==> config.mk <==
export PLATFORM = sky130hd
export DESIGN_NAME = i2c_target_regfile
export DESIGN_NICKNAME = d
export VERILOG_FILES = /design/src/rtl/i2c_target_regfile.sv
export SDC_FILE = /design/constraint.sdc
export NUM_CORES = 1
export LEC_CHECK = 0
export CAP_MARGIN = 0
export CORE_MARGIN = 10
export CORE_UTILIZATION = 50
export DETAILED_ROUTE_END_ITERATION = 8
export PLACE_DENSITY = 0.91
export SYNTH_ARGS = -nofsm -noshare
export SYNTH_HDL_FRONTEND = slang
export SYNTH_SLANG_ARGS = --single-unit
==> constraint.sdc <==
create_clock -name CLK -period 2.75 [get_ports CLK]
set_input_delay 0.55 -clock CLK [delete_from_list [all_inputs] [get_ports CLK]]
set_output_delay 0.55 -clock CLK [all_outputs]
set_load 0.1 [all_outputs]
==> src/rtl/i2c_target_regfile.sv <==
// rtl/i2c_target_regfile.sv - I2C target exposing NUM_REGS multi-byte write registers and read-back ports
module i2c_target_regfile #(
  parameter int NUM_REGS   = 4,
  parameter int DATA_BYTES = 2,
  localparam int DATA_W    = 8 * DATA_BYTES
) (
  input  logic                       CLK,
  input  logic                       RESET,
  input  logic                       SCL,
  input  logic                       SDA_OUT,
  output logic                       SDA_IN,
  input  logic [6:0]                 I2CS_ADDR,
  input  logic [NUM_REGS*DATA_W-1:0] RD_DATA,
  output logic [NUM_REGS*DATA_W-1:0] WR_DATA,
  output logic [NUM_REGS-1:0]        WR_STROBE,
  output logic                       BUSY
);

  localparam int PTR_W = $clog2(NUM_REGS);

  typedef enum logic [3:0] {
    IDLE, ADDR, ADDR_ACK, PTR, PTR_ACK, WR, WR_ACK, RD, RD_ACK, IGNORE
  } state_t;

  state_t state_q, state_d;

  logic scl_s, scl_p, sda_s, sda_p;
  logic scl_rise, scl_fall, start_det, stop_det;

  logic [3:0]                 bit_cnt_q, bit_cnt_d;
  logic [2:0]                 byte_cnt_q, byte_cnt_d;
  logic [6:0]                 shift_q, shift_d;
  logic                       rw_q, rw_d;
  logic [PTR_W-1:0]           ptr_q, ptr_d, ptr_inc;
  logic [DATA_W-1:0]          shadow_q, shadow_d, shadow_n;
  logic [DATA_W-1:0]          rd_buf_q, rd_buf_d, rd_sel, tx_word;
  logic [NUM_REGS*DATA_W-1:0] wr_data_q, wr_data_d;
  logic [NUM_REGS-1:0]        strobe_q, strobe_d;
  logic                       sda_drv_q, sda_drv_d;
  logic                       busy_q, busy_d;
  logic                       ack_on_q, ack_on_d;
  logic                       mack_q, mack_d;
  logic [7:0]                 byte_in;

  // Bus SDA is the wired-AND of both drivers, so our own drive is seen too.
  always_ff @(posedge CLK) begin
    if (!RESET) begin
      scl_s <= 1'b1;
      scl_p <= 1'b1;
      sda_s <= 1'b1;
      sda_p <= 1'b1;
    end else begin
      scl_s <= SCL;
      scl_p <= scl_s;
      sda_s <= SDA_OUT & SDA_IN;
      sda_p <= sda_s;
    end
  end

  assign scl_rise  = scl_s & ~scl_p;
  assign scl_fall  = ~scl_s & scl_p;
  assign start_det = scl_s & scl_p & sda_p & ~sda_s;
  assign stop_det  = scl_s & scl_p & ~sda_p & sda_s;

  assign byte_in  = {shift_q, sda_s};
  assign ptr_inc  = (ptr_q == PTR_W'(NUM_REGS - 1)) ? '0 : ptr_q + 1'b1;
  assign shadow_n = (shadow_q << 8) | DATA_W'(byte_in);
  // First byte of a register comes straight from RD_DATA, later bytes from the capture.
  assign tx_word  = (byte_cnt_q == 3'd0) ? rd_sel : rd_buf_q;

  always_comb begin
    rd_sel = '0;
    for (int k = 0; k < NUM_REGS; k++) begin
      if (ptr_q == PTR_W'(k)) rd_sel = RD_DATA[k*DATA_W +: DATA_W];
    end
  end

  always_comb begin
    state_d    = state_q;
    bit_cnt_d  = bit_cnt_q;
    byte_cnt_d = byte_cnt_q;
    shift_d    = shift_q;
    rw_d       = rw_q;
    ptr_d      = ptr_q;
    shadow_d   = shadow_q;
    rd_buf_d   = rd_buf_q;
    wr_data_d  = wr_data_q;
    strobe_d   = '0;
    sda_drv_d  = sda_drv_q;
    busy_d     = busy_q;
    ack_on_d   = ack_on_q;
    mack_d     = mack_q;

    if (stop_det) begin
      state_d    = IDLE;
      sda_drv_d  = 1'b1;
      busy_d     = 1'b0;
      ack_on_d   = 1'b0;
      bit_cnt_d  = '0;
      byte_cnt_d = '0;
      shadow_d   = '0;
    end else if (start_det) begin
      state_d    = ADDR;
      sda_drv_d  = 1'b1;
      ack_on_d   = 1'b0;
      bit_cnt_d  = '0;
      byte_cnt_d = '0;
      shadow_d   = '0;
    end else begin
      case (state_q)
        ADDR: begin
          if (scl_rise) begin
            shift_d   = byte_in[6:0];
            bit_cnt_d = bit_cnt_q + 4'd1;
            if (bit_cnt_q == 4'd7) begin
              bit_cnt_d = '0;
              rw_d      = byte_in[0];
              if (byte_in[7:1] == I2CS_ADDR) begin
                state_d = ADDR_ACK;
                busy_d  = 1'b1;
              end else begin
                state_d = IGNORE;
              end
            end
          end
        end
        // ACK phases: pull low on the first falling edge, leave on the second.
        ADDR_ACK: begin
          if (scl_fall) begin
            if (!ack_on_q) begin
              sda_drv_d = 1'b0;
              ack_on_d  = 1'b1;
            end else begin
              ack_on_d  = 1'b0;
              bit_cnt_d = '0;
              if (rw_q) begin
                state_d   = RD;
                rd_buf_d  = tx_word;
                sda_drv_d = tx_word[DATA_W-1];
              end else begin
                state_d   = PTR;
                sda_drv_d = 1'b1;
              end
            end
          end
        end
        PTR: begin
          if (scl_rise) begin
            shift_d   = byte_in[6:0];
            bit_cnt_d = bit_cnt_q + 4'd1;
            if (bit_cnt_q == 4'd7) begin
              bit_cnt_d = '0;
              if (byte_in < 8'(NUM_REGS)) begin
                ptr_d   = byte_in[PTR_W-1:0];
                state_d = PTR_ACK;
              end else begin
                state_d = IGNORE;
              end
            end
          end
        end
        PTR_ACK, WR_ACK: begin
          if (scl_fall) begin
            if (!ack_on_q) begin
              sda_drv_d = 1'b0;
              ack_on_d  = 1'b1;
            end else begin
              ack_on_d  = 1'b0;
              sda_drv_d = 1'b1;
              bit_cnt_d = '0;
              state_d   = WR;
            end
          end
        end
        WR: begin
          if (scl_rise) begin
            shift_d   = byte_in[6:0];
            bit_cnt_d = bit_cnt_q + 4'd1;
            if (bit_cnt_q == 4'd7) begin
              bit_cnt_d = '0;
              state_d   = WR_ACK;
              if (byte_cnt_q + 3'd1 == 3'(DATA_BYTES)) begin
                for (int k = 0; k < NUM_REGS; k++) begin
                  if (ptr_q == PTR_W'(k)) begin
                    wr_data_d[k*DATA_W +: DATA_W] = shadow_n;
                    strobe_d[k]                   = 1'b1;
                  end
                end
                ptr_d      = ptr_inc;
                byte_cnt_d = '0;
                shadow_d   = '0;
              end else begin
                shadow_d   = shadow_n;
                byte_cnt_d = byte_cnt_q + 3'd1;
              end
            end
          end
        end
        RD: begin
          if (scl_rise) bit_cnt_d = bit_cnt_q + 4'd1;
          if (scl_fall) begin
            rd_buf_d = rd_buf_q << 1;
            if (bit_cnt_q == 4'd8) begin
              sda_drv_d  = 1'b1;
              bit_cnt_d  = '0;
              byte_cnt_d = byte_cnt_q + 3'd1;
              state_d    = RD_ACK;
            end else begin
              sda_drv_d = rd_buf_q[DATA_W-2];
            end
          end
        end
        RD_ACK: begin
          if (scl_rise) begin
            ack_on_d = 1'b1;
            mack_d   = ~sda_s;
            // The pointer advances on a finished register whether or not the controller ACKs.
            if (byte_cnt_q == 3'(DATA_BYTES)) begin
              ptr_d      = ptr_inc;
              byte_cnt_d = '0;
            end
          end else if (scl_fall && ack_on_q) begin
            ack_on_d = 1'b0;
            if (mack_q) begin
              state_d   = RD;
              bit_cnt_d = '0;
              rd_buf_d  = tx_word;
              sda_drv_d = tx_word[DATA_W-1];
            end else begin
              state_d   = IGNORE;
              sda_drv_d = 1'b1;
            end
          end
        end
        IGNORE: sda_drv_d = 1'b1;
        default: begin
          state_d   = IDLE;
          sda_drv_d = 1'b1;
        end
      endcase
    end
  end

  always_ff @(posedge CLK) begin
    if (!RESET) begin
      state_q    <= IDLE;
      bit_cnt_q  <= '0;
      byte_cnt_q <= '0;
      shift_q    <= '0;
      rw_q       <= 1'b0;
      ptr_q      <= '0;
      shadow_q   <= '0;
      rd_buf_q   <= '0;
      wr_data_q  <= '0;
      strobe_q   <= '0;
      sda_drv_q  <= 1'b1;
      busy_q     <= 1'b0;
      ack_on_q   <= 1'b0;
      mack_q     <= 1'b0;
    end else begin
      state_q    <= state_d;
      bit_cnt_q  <= bit_cnt_d;
      byte_cnt_q <= byte_cnt_d;
      shift_q    <= shift_d;
      rw_q       <= rw_d;
      ptr_q      <= ptr_d;
      shadow_q   <= shadow_d;
      rd_buf_q   <= rd_buf_d;
      wr_data_q  <= wr_data_d;
      strobe_q   <= strobe_d;
      sda_drv_q  <= sda_drv_d;
      busy_q     <= busy_d;
      ack_on_q   <= ack_on_d;
      mack_q     <= mack_d;
    end
  end

  assign SDA_IN    = sda_drv_q;
  assign WR_DATA   = wr_data_q;
  assign WR_STROBE = strobe_q;
  assign BUSY      = busy_q;

endmodule

Yosys cells after proc, flatten, opt, wreduce, memory -nomap -nowiden. Cells that the tools add are included. W data, S select, Z words.

Add/sub/neg operators: 3. Multipliers: 0. Div/mod/pow operators: 0. $lt $le $gt $ge: 1. Equal/unequal tests: 56. Shifts and indexed selects: 0. Muxes and demuxes: 83. Bitwise operators: 22. Reductions and logical operators: 31.

Operators with widths (count): $mux W16 (12); $mux W4 (27); $pmux W16 S3 (1); $ne A3 B3 Y1 const B (15); $ne A2 B2 Y1 const B (21); $reduce_and A7 Y1 (6); $pmux W4 S8 (1); $reduce_and A15 Y1 (2); $mux W3 (8); $eq A4 B3 Y1 const B (5); $mux W1 (19); $mux W2 (9); $or A16 B8 Y16 (1); $pmux W4 S4 (1); $not A1 Y1 (13); $eq A4 B4 Y1 const B (3); $reduce_and A11 Y1 (1); $reduce_and A10 Y1 (1); $reduce_and A5 Y1 (2); $pmux W3 S3 (1); $reduce_bool A3 Y1 (3); $reduce_or A3 Y1 (3); $and A1 B1 Y1 (8); $eq A4 B2 Y1 const B (2); 24 further kinds (31).

Flip-flop bits (word level): 121. Latch bits: 0. RAM bits: 0. Bits in read-only memories: 0. Input port bits: 75. Output and inout bits: 70. Memories kept: 0.

Depth between registers and ports, before layout.
Word-level depth: 10. Depth in mapped cells: 10. Gate-level depth less buffers: 7.

Worst setup path after synthesis. No wires, ideal clock.

Path kind: reg2reg. From: register state_q[1]. To: register rd_buf_q[10]. Setup time: 0.135 ns. Arrival: 1.978 ns. Required time: 2.615 ns. Slack: 0.637 ns. Stages on the path, launching flop included: 10. Path through: dfxtp_1 -> buf_6 -> or4b_4 -> buf_6 -> o311a_4 -> a211oi_4 -> and3_1 -> buf_6 -> buf_12 -> a211oi_1.

Cells in the longest elaborated chain, start to end: 3. Elaborated cells on any way between the ends: 13. Classes of those cells: eq/ne (10); mux (1); reduce/logical (2).

Ends and longest elaborated chain: from (decl) (line 25) `state_t state_q, state_d;`; from (signal assigned) (line 261) `state_q <= state_d;`; $eq A4 B2 Y1 (tied with other cells) (line 110) `case (state_q)`; $ne A2 B2 Y1 (no source line) or $reduce_bool A3 Y1 (tied branches); $reduce_and A10 Y1 (no source line); to (signal assigned) (line 268) `rd_buf_q <= rd_buf_d;`; to (decl) (line 36) `logic [DATA_W-1:0] rd_buf_q, rd_buf_d, rd_sel, tx_word;`.

Several ways; a longest one is shown, not always the timed one. A chain may end at the register's enable or synchronous reset.

Final worst setup path.
From: register ptr_q[0]. To: register rd_buf_q[15].

Cells in the longest elaborated chain, start to end: 10. Elaborated cells on any way between the ends: 16. Classes of those cells: eq/ne (3); mux (12); reduce/logical (1).

Ends and longest elaborated chain: from (decl) (line 34) `logic [PTR_W-1:0] ptr_q, ptr_d, ptr_inc;`; from (signal assigned) (line 266) `ptr_q <= ptr_d;`; $logic_not A2 Y1 (line 74) `if (ptr_q == PTR_W'(k)) rd_sel = RD_DATA[k*DATA_W +: DATA_W];`; $mux W16 (3 in series) (line 74); $mux W16 (*) (line 74); $mux W16 (*) (line 69) `assign tx_word = (byte_cnt_q == 3'd0) ? rd_sel : rd_buf_q;`; $mux W16, on equally long branches (line 224, 136); $mux W16, on equally long branches (line 222, 130); $mux W16, on equally long branches (line 214, 129); $pmux W16 S3 (*) (line 110).

Mark *: on every way between the ends. The rest lies on a longest branch, timed or not. The select of a mux whose other input is x is not followed.

==> results.toml <==
[global_route]
grt_pass1_wl_um = 30800
grt_max_degree = 63
antenna_found_initial = 0
grt_pass1_vias = 6046
grt_overflow_total = 0
grt_use_total = 0.2271

[timing]
maxSlewHeadroom = 0.2432
hold_viol = 0
fin_skew_ps = 11.93
fin_crit_sh = 0.8804
min_period_ps = 2421
rsz0062_at_grt = "no"
maxSlewViolCount = 0
finalSetupViolations = 0
tns_ps = 0
max_freq_mhz = 413.0
layout_setup_ws_ps = 328.9
tightestPinTransition_ps = 1133

[finish]
nFillCells = 870
area.growth.synth_to_final_pct = 31.84
final_cell_area_sq_mm = 0.007776
drive_above_1_share = 0.1625
diodes = 0
nNetsFinal = 958

[clock_network]
clk_latency_ps = 420
root_buffer = "clkbuf_16"
clockBufferDepth = 2
clock_sinks = 121
cts.clk_slew.worst_paths_ps = 60
cts_made_buffers = 17
ctsHoldBuffers = 0
post_cts_resize_count = 0
h-tree-depth = 4
cts_tree = "yes"
cts_setup_buffers = 0

[floorplanning]
die_w_um = 128.6
die_area_sq_mm = 0.01654
start_util = 0.5143
rows = 39
coreArea_sq_mm = 0.01147
chipHeight_um = 128.6
ios = 145

[drt]
drtIter0Drc = 681
dr.pass1.iters = 5
vias_per_cell = 6.008
drc = 0
highest_layer = "met4"
ant_nets = 0
route.met3.wl_um = 2094
wl_met1_um = 7640
wirelength_um = 19380
wire_per_inst_um = 18.83
met2_length_um = 9134
vias = 6182

[synth]
synth_ff_type = "dfxtp_1"
synth-edff-count = 0
syn-num-nets = 838
syn_area_per_cell_sq_um = 7.833
yosysSeqAreaShare = 0.4107
synth-seq-cells = 121
synthCells = 753
syn_area_sq_mm = 0.005898
ys_async_sr_fraction = 0
yosysWarnings = 0
synth.distinct_cells = 62

[min_path]
whs_endpoint = "BUSY"
hold_path_depth = 2
hp-class = "reg -> reg"
hp-start = "BUSY"

[worst_setup_path]
path_max_fanout = 15
crit_required_ps = 3050
rr_startpoint = "ptr_q[0]"
cp_data_arrival_time_ps = 2720
endpoint_kind = "register"
rr_endpoint = "rd_buf_q[15]"
worstRegToRegCells = 7
crit_type = "reg -> reg"
start_kind = "register"
r2r_setup_slack_ps = 330

[run]
max_cap_viol_count = 0

[placed_design]
routabilityCongestion = 0.9137
pre_cts_slack_ps = 436.1
portBuffers = 144
dpl.hpwl_um = 13230
postPlaceCellArea_sq_mm = 0.007218

[status]
status = "finished clean"

[power]
p_per_area_mw_per_mm2 = 624.4
peakVddDrop_mv = 0.3397
p_leak_nw = 2.829
how the worst max path moves through the flow:
stage / startpoint / endpoint / depth (start not counted)
2_1_floorplan: state_q[1] / rd_buf_q[10] / 9
3_3_place_gp: ptr_q[0] / rd_buf_q[15] / 7
3_5_place_dp: ptr_q[0] / rd_buf_q[15] / 7
4_1_cts: ptr_q[0] / rd_buf_q[7] / 7
5_1_grt: ptr_q[0] / rd_buf_q[15] / 7
6_report: ptr_q[0] / rd_buf_q[15] / 7
synthesized netlist by cell type (all sizes together), types with 2 or more instances:
cell    instances  area share
a211oi         18       0.028
a21oi         114       0.097
a221oi         17       0.025
a311oi          3      0.0045
a31o            2      0.0030
a31oi          20       0.021
a41o            2      0.0034
and2            2      0.0021
and3           10       0.011
and3b           2      0.0030
and4b           2      0.0034
buf            17       0.021
clkbuf         52       0.033
dfxtp         121        0.41
ha             10       0.021
inv            11      0.0070
mux2i           4      0.0068
nand2         170        0.11
nand2b         15       0.016
nand3          24       0.020
nand3b          2      0.0025
nand4           3      0.0032
nand4b          4      0.0059
nor2           17       0.011
nor2b           7      0.0074
nor3           19       0.016
nor3b           2      0.0025
nor4            4      0.0042
o211ai          2      0.0025
o21ai          15       0.013
o22ai          16       0.017
o311ai          2      0.0030
o31a            3      0.0045
o31ai           2      0.0025
o32ai           2      0.0030
or2             2      0.0021
or3             6      0.0064
xnor2           9       0.013
xor2            2      0.0030
per-layer routing:
metal / GRT usage / vias to the layer above
li1: - / 2926
met1: 0.2751 / 2850
met2: 0.3682 / 347
met3: 0.07433 / 59
met4: 0.08448 / 0
met5: 0 / -
cell usage in the layout, fill, tap and decap left out, types with 5 or more instances in the layout:
cell type / n
clkinvlp_4: 5
nand3_1: 24
buf_4: 96
a211oi_1: 14
clkdlybuf4s50_1: 74
and3_1: 10
nand2_1: 170
a221oi_1: 17
nor3_1: 19
ha_1: 10
a31oi_1: 20
o21ai_0: 14
nor2b_1: 7
or3_1: 6
a21oi_1: 114
xnor2_1: 9
nor2_1: 17
nand2b_1: 15
o22ai_1: 16
dfxtp_1: 121
inv_1: 10
clkbuf_16: 17
layout make-up:
cell class	instances	area (sq um)	share of cell area
Clock buffer	20	466.7	0.06002
Clock inverter	12	91.34	0.01175
Inverter	12	45.04	0.005792
Multi-Input combinational cell	551	3110	0.4000
Sequential cell	121	2422	0.3115
Tap cell	143	178.9	0.02301
Timing Repair Buffer	170	1461	0.1879
report_power, final:
part / total (mW) / switching (mW) / internal, mW
logic: 0.887 / 0.480 / 0.407
registers: 1.90 / 0.0844 / 1.82
clock network: 2.07 / 0.838 / 1.23
metrics by stage:
| stage | power [mW] | cells | hold slack [ps] | util |
|---|---|---|---|---|
| 2_1_floorplan | 2.536 | 753 | 439.8 | - |
| 3_3_place_gp | 2.782 | 997 | 433.8 | 0.6295 |
| 3_5_place_dp | 2.796 | 997 | 439.6 | 0.6295 |
| 4_1_cts | 4.838 | 1029 | 448.2 | 0.6781 |
| 5_1_grt | 5.034 | 1029 | 463.8 | 0.6781 |
| 6_report | 4.856 | 1029 | 445.7 | 0.6781 |
logic make-up after synthesis:
kind of cell               Yosys count  share of synthesized area
AOI/OAI and AO/OA                  229                     0.2457
muxes                                5                   0.008698
DFF                                121                     0.4107
xor gates and xnor gates            11                    0.01634
adders and majority gates           10                    0.02121
and+or+nand+nor                    296                     0.2355
buffers and inverters               81                    0.06194
registers in the layout, indices dropped and copies added, names as in the netlist:
name / count
byte_cnt_q: 3
WR_STROBE: 4
SDA_IN: 1
sda_p: 1
mack_q: 1
state_q: 4
ptr_q: 2
sda_s: 1
shift_q: 7
bit_cnt_q: 4
scl_s: 1
rw_q: 1
rd_buf_q: 16
ack_on_q: 1
shadow_q: 8
scl_p: 1
BUSY: 1
WR_DATA: 64
worst max-delay path, stage by stage, from the launching register on:
cell and delay, ps:
dfxtp_1 400, inv_1 90, ha_1 280, or2_2 460, a221oi_1 380, o21ai_0 180
mux2_2 280, a41o_1 240
Note: power is estimated with default switching activity, not from simulation.
